`config.mk`:
```
export PLATFORM = sky130hd
export DESIGN_NAME = sig_gen
export DESIGN_NICKNAME = d
export VERILOG_FILES = /design/src/rtl/sig_gen.sv
export SDC_FILE = /design/constraint.sdc
export NUM_CORES = 1
export LEC_CHECK = 0
export CELL_PAD_IN_SITES_DETAIL_PLACEMENT = 0
export CELL_PAD_IN_SITES_GLOBAL_PLACEMENT = 2
export CORE_MARGIN = 2
export CORE_UTILIZATION = 43
export CTS_CLUSTER_DIAMETER = 80
export DETAILED_ROUTE_END_ITERATION = 8
export PLACE_DENSITY = 0.95
export SLEW_MARGIN = 20
export SYNTH_ARGS = -nofsm -noshare
export SYNTH_HDL_FRONTEND = slang
export SYNTH_SLANG_ARGS = --single-unit
```
`constraint.sdc`:
```
create_clock -name clk_100M -period 13.1 [get_ports clk_100M]
set_input_delay 1.31 -clock clk_100M [delete_from_list [all_inputs] [get_ports clk_100M]]
set_output_delay 1.31 -clock clk_100M [all_outputs]
set_load 0.02 [all_outputs]
```
`src/rtl/sig_gen.sv`:
```
// Programmable square/PWM generator: converts a frequency (Hz) and a duty (%) into cycle counts
// with a shared sequential restoring divider, then commits them glitch-free at a period boundary.
module sig_gen #(
  parameter int unsigned CLK_HZ = 100_000_000,
  parameter int unsigned FREQ_W = 28,
  parameter int unsigned DUTY_W = 7
) (
  input  logic              clk_100M,
  input  logic              rst,
  input  logic              load,
  input  logic [FREQ_W-1:0] freq_set,
  input  logic [DUTY_W-1:0] duty_set,
  output logic              busy,
  output logic              sign_out,
  output logic [31:0]       period_out
);

  typedef enum logic [2:0] {StIdle, StDivP, StMul, StDivH, StPend} state_e;

  localparam logic [31:0]       ClkHz   = 32'(CLK_HZ);
  localparam logic [DUTY_W-1:0] DutyMax = DUTY_W'(100);

  state_e            state_q, state_d;
  logic [5:0]        step_q, step_d;
  // Dividend shift register; quotient bits enter at the LSB as dividend bits leave the MSB.
  logic [39:0]       dvd_q, dvd_d;
  logic [32:0]       rem_q, rem_d;
  logic [31:0]       dsr_q, dsr_d;
  logic [DUTY_W-1:0] duty_q, duty_d;
  logic [31:0]       p_q, p_d;
  logic [31:0]       period_q, period_d;
  logic [31:0]       high_q, high_d;
  logic [31:0]       cnt_q, cnt_d;
  logic              sign_q, sign_d;

  logic [33:0]       trial;
  logic [33:0]       diff;
  logic              trial_ge;
  logic [32:0]       rem_iter;
  logic [39:0]       dvd_iter;
  logic [31:0]       p_div;
  logic [31:0]       p_clamp;
  logic [38:0]       prod;
  logic [DUTY_W-1:0] duty_clamp;
  logic              at_boundary;
  logic              commit;

  // One restoring-division step.
  always_comb begin
    trial    = {rem_q, dvd_q[39]};
    diff     = trial - {2'b00, dsr_q};
    trial_ge = (trial >= {2'b00, dsr_q});
    rem_iter = trial_ge ? diff[32:0] : trial[32:0];
    dvd_iter = {dvd_q[38:0], trial_ge};
  end

  always_comb begin
    p_div      = dvd_q[31:0];
    p_clamp    = (p_div < 32'd2) ? 32'd2 : p_div;
    prod       = 39'(p_clamp) * 39'(duty_q);
    duty_clamp = (duty_set > DutyMax) ? DutyMax : duty_set;
  end

  assign at_boundary = (period_q == 32'd0) || (cnt_q == period_q - 32'd1);

  always_comb begin
    state_d  = state_q;
    step_d   = step_q;
    dvd_d    = dvd_q;
    rem_d    = rem_q;
    dsr_d    = dsr_q;
    duty_d   = duty_q;
    p_d      = p_q;
    period_d = period_q;
    high_d   = high_q;
    commit   = 1'b0;
    unique case (state_q)
      StIdle: begin
        if (load) begin
          duty_d = duty_clamp;
          rem_d  = '0;
          step_d = '0;
          if (freq_set == '0) begin
            p_d     = '0;
            dvd_d   = '0;
            state_d = StPend;
          end else begin
            dvd_d   = {ClkHz, 8'd0};
            dsr_d   = 32'(freq_set);
            state_d = StDivP;
          end
        end
      end
      StDivP: begin
        dvd_d  = dvd_iter;
        rem_d  = rem_iter;
        step_d = step_q + 6'd1;
        if (step_q == 6'd31) state_d = StMul;
      end
      StMul: begin
        p_d     = p_clamp;
        dvd_d   = {1'b0, prod};
        rem_d   = '0;
        dsr_d   = 32'd100;
        step_d  = '0;
        state_d = StDivH;
      end
      StDivH: begin
        if (step_q == 6'd40) begin
          state_d = StPend;
        end else begin
          dvd_d  = dvd_iter;
          rem_d  = rem_iter;
          step_d = step_q + 6'd1;
        end
      end
      StPend: begin
        // The high count is the DIVH quotient, or zero when stopping.
        if (at_boundary) begin
          commit   = 1'b1;
          period_d = p_q;
          high_d   = dvd_q[31:0];
          state_d  = StIdle;
        end
      end
      default: state_d = StIdle;
    endcase
  end

  always_comb begin
    cnt_d  = '0;
    sign_d = 1'b0;
    if (period_q != 32'd0) begin
      cnt_d  = (cnt_q == period_q - 32'd1) ? 32'd0 : cnt_q + 32'd1;
      sign_d = (cnt_q < high_q);
    end
    if (commit) cnt_d = '0;
  end

  always_ff @(posedge clk_100M or negedge rst) begin
    if (!rst) begin
      state_q  <= StIdle;
      step_q   <= '0;
      dvd_q    <= '0;
      rem_q    <= '0;
      dsr_q    <= '0;
      duty_q   <= '0;
      p_q      <= '0;
      period_q <= '0;
      high_q   <= '0;
      cnt_q    <= '0;
      sign_q   <= 1'b0;
    end else begin
      state_q  <= state_d;
      step_q   <= step_d;
      dvd_q    <= dvd_d;
      rem_q    <= rem_d;
      dsr_q    <= dsr_d;
      duty_q   <= duty_d;
      p_q      <= p_d;
      period_q <= period_d;
      high_q   <= high_d;
      cnt_q    <= cnt_d;
      sign_q   <= sign_d;
    end
  end

  assign busy       = (state_q != StIdle);
  assign sign_out   = sign_q;
  assign period_out = period_q;

endmodule

```
==> reports/results.tsv <==
metric	value	unit
Core Footprint	48500	µm²
H-tree depth	1	
GRT overflow	0	
async set-or-reset flop fraction in the synthesized netlist	100	%
postcts setup bufs	0	
synth warn	0	
DR pass1 iterations	5	
Final Net Count	2616	
initial core utilization	43.3	%
Non-Filler Instances	2953	
area leader, netlist	dfrtp_1	
top cells by area, synth	dfrtp_1 (29%), fa_1 (14%), ha_1 (7.1%)	
Final Cell Area	23300	µm²
Slew @ Worst Pin	1.09	ns
diodes inserted	0	
Setup violations, final	0	
Max-Cap Viols	0	
clock slew at reported path FFs	0.06	ns
drt wl/cell	18.6	µm
drt drc	0	
largest family of logic cells by synthesized area	adder cells	
worst hold path cell count	2	
slowest cell on the critical path	o31ai_1	
clk sinks	246	
I/O pins	72	
clk_skew	0.0190	ns
CTS tree	built	
placed cells	2898	
DP Area	22200	µm²
RSZ-0062 raised after global routing	no	
multiplexer share of the synthesized area	4.51	%
most numerous cell in the Yosys netlist	dfrtp_1	
syn nets	2625	
Slew headroom	27.2	%
Critical path buffers and inverters	4	
worst hold path type	reg2reg	
Mapped Cells	2317	
share of layout cells above drive strength 1	6.52	%
Most used DFF post-synth	dfrtp_1	
minimum clock period	7.32	ns
root buf cell	clkbuf_16	
top cells by count, synth	dfrtp_1 (246), inv_1 (236), nand2_1 (208), and2_1 (173), fa_1 (150)	
Setup WS post-layout	5.78	ns
Setup CP Type	reg2reg	
vias per cell	5.65	
Tcrit/Tclk final	55.9	%
area share of fa/ha/maj cells after synthesis	21.4	%
CTS Buf Count	30	
Clock Path Buffers	3	
DIE AREA	50600	µm²
synthesized flop and latch total	246	
die span in x	225	µm
worst hold start	dsr_q[4]	
crit-path max FO	12	
Clock Latency Late Sink	0.58	ns
Req. time, crit path	13.61	ns
Cell variety after synth	74	
Mean Syn Cell Area	9.07	µm²
violation count after the first detailed-routing iteration	1153	
Fin Setup TNS	0	ns
XOR/XNOR Fraction of Synth Area	5.29	%
initial antenna violation count	0	
dpl hpwl	40.2	mm
FF-to-FF End	dvd_q[37]	
area share of and/or/nand/nor cells after synthesis	18.4	%
Critical Path Start Type	flip-flop	
P&R area growth vs syn	10.7	%
routed vias	16696	
status	complete, no violations	
Register-to-Register Path Depth	21	
Synth top area share	29.3	%
Die Height	225	µm
Setup WS pre-CTS	5.89	ns
Syn Std Cell Area	21000	µm²
largest net degree at the start of global routing	110	
fin. max-slew vios	0	
fmax	137	MHz
number of enable flip-flop cells after synthesis	0	
Worst path depth	21	
register area share after synthesis	29.3	%
port buffer count	71	
hold buffers post-CTS	0	
number of global-route vias before repair	17189	
Worst R2R Start	dvd_q[28]	
crit path DAT	7.83	ns
first-pass GRT wire length	92.3	mm
Synth Area in Compound Gates	14.3	%
final-layout fill cell count	4608	
DRT Wirelength	54.8	mm
Fin. Hold Viols	0	
total track usage	22.4	%
row count	81	
crit-path leading delay family	adder cells	
critical path's largest stage delay	0.72	ns
routability cong.	0.886	
Post-CTS Resized	0	
post-route ant nets	0	
WHS Endpoint	dsr_q[4]	
crit-path cells	nor4_1, nand4_1, o21bai_1, nand2_1, fa_1, fa_1, inv_1, fa_1, inv_1, fa_1, inv_1, ha_1, inv_1, o22ai_1, o221a_2, a41oi_1, o31ai_1, a21oi_1, and4b_1, or4_1, nand3_1	
reg-to-reg slack, setup	5.78	ns
nature of the critical path endpoint	flip-flop	
-- through the flow --
stage / utilization (%) / hold WS [ns]
detailed placement: 45.6 / 0.468
global placement: 45.6 / 0.460
floorplan: - / 0.444
CTS: 47.9 / 0.486
global route: 47.9 / 0.502
finish: 47.9 / 0.479
-- worst max path at each step --
| stage | end | slack (ns) | from |
|---|---|---|---|
| 6_report | dvd_q[37] | 5.78 | dvd_q[28] |
| 3_5_place_dp | dvd_q[37] | 5.89 | dvd_q[28] |
| 2_1_floorplan | dvd_q[37] | 7.32 | dvd_q[1] |
| 5_1_grt | dvd_q[37] | 5.36 | dvd_q[29] |
| 4_1_cts | dvd_q[37] | 5.86 | dvd_q[28] |
| 3_3_place_gp | dvd_q[37] | 5.88 | dvd_q[28] |
-- logic make-up after synthesis --
kind of cell / after synthesis
xor+xnor: 127
flops: 246
simple gates: 761
fa+ha+maj: 270
compound gates: 458
mux: 87
buf+inv: 368
-- cell type report --
cell class              instances  area (µm²)  area share (%)
well taps                     622         778            3.34
multi-input cells            1703       13500            57.9
flip-flops and latches        246        6160            26.5
inverters                     236         886            3.81
clock inverters                16         255            1.10
clock buffers                  39         856            3.68
repair buffers                 91         866            3.72
-- metal layers --
metal | global-route usage [%] | part of all wire [%] | vias to the layer above
li1 | - | - | 7837
met1 | 31.6 | 46 | 8453
met2 | 36.8 | 47 | 329
met3 | 2.65 | 3.9 | 77
met4 | 5.30 | 2.3 | 0
met5 | 0 | 0 | -
-- tightest hold or removal path: stages (launching register included) --
cell and delay [ns]:
dfrtp_1 0.34, nand2_1 0.05, o21ai_0 0.06
-- state kept, by name, indices dropped and copies added (netlist names) --
signal	count
dvd_q	40
rem_q	33
cnt_q	32
high_q	32
p_q	32
period_out	32
dsr_q	28
duty_q	7
step_q	6
state_q	3
sign_out	1
-- layout by cell type, fill, tap and decap left out, types with 26 or more instances in the layout --
master	Yosys	final
a21o_1	44	44
mux2_2	57	57
nor2_1	133	132
o21ai_0	118	117
nand2_1	208	207
clkbuf_16	0	31
nand4_1	32	32
nor4_1	26	26
xor2_1	56	56
mux2i_1	26	26
nor3_1	30	30
ha_1	120	120
nand3_1	55	55
clkdlybuf4s50_1	0	70
dfrtp_1	246	246
a21oi_1	115	115
and3_1	34	34
and2_1	173	172
inv_1	236	236
xnor2_1	71	71
a22o_1	41	41
fa_1	150	150
Power is left out: the tool's default activity adds up to more than one toggle a clock period on the data nets, which glitch-free logic cannot reach.
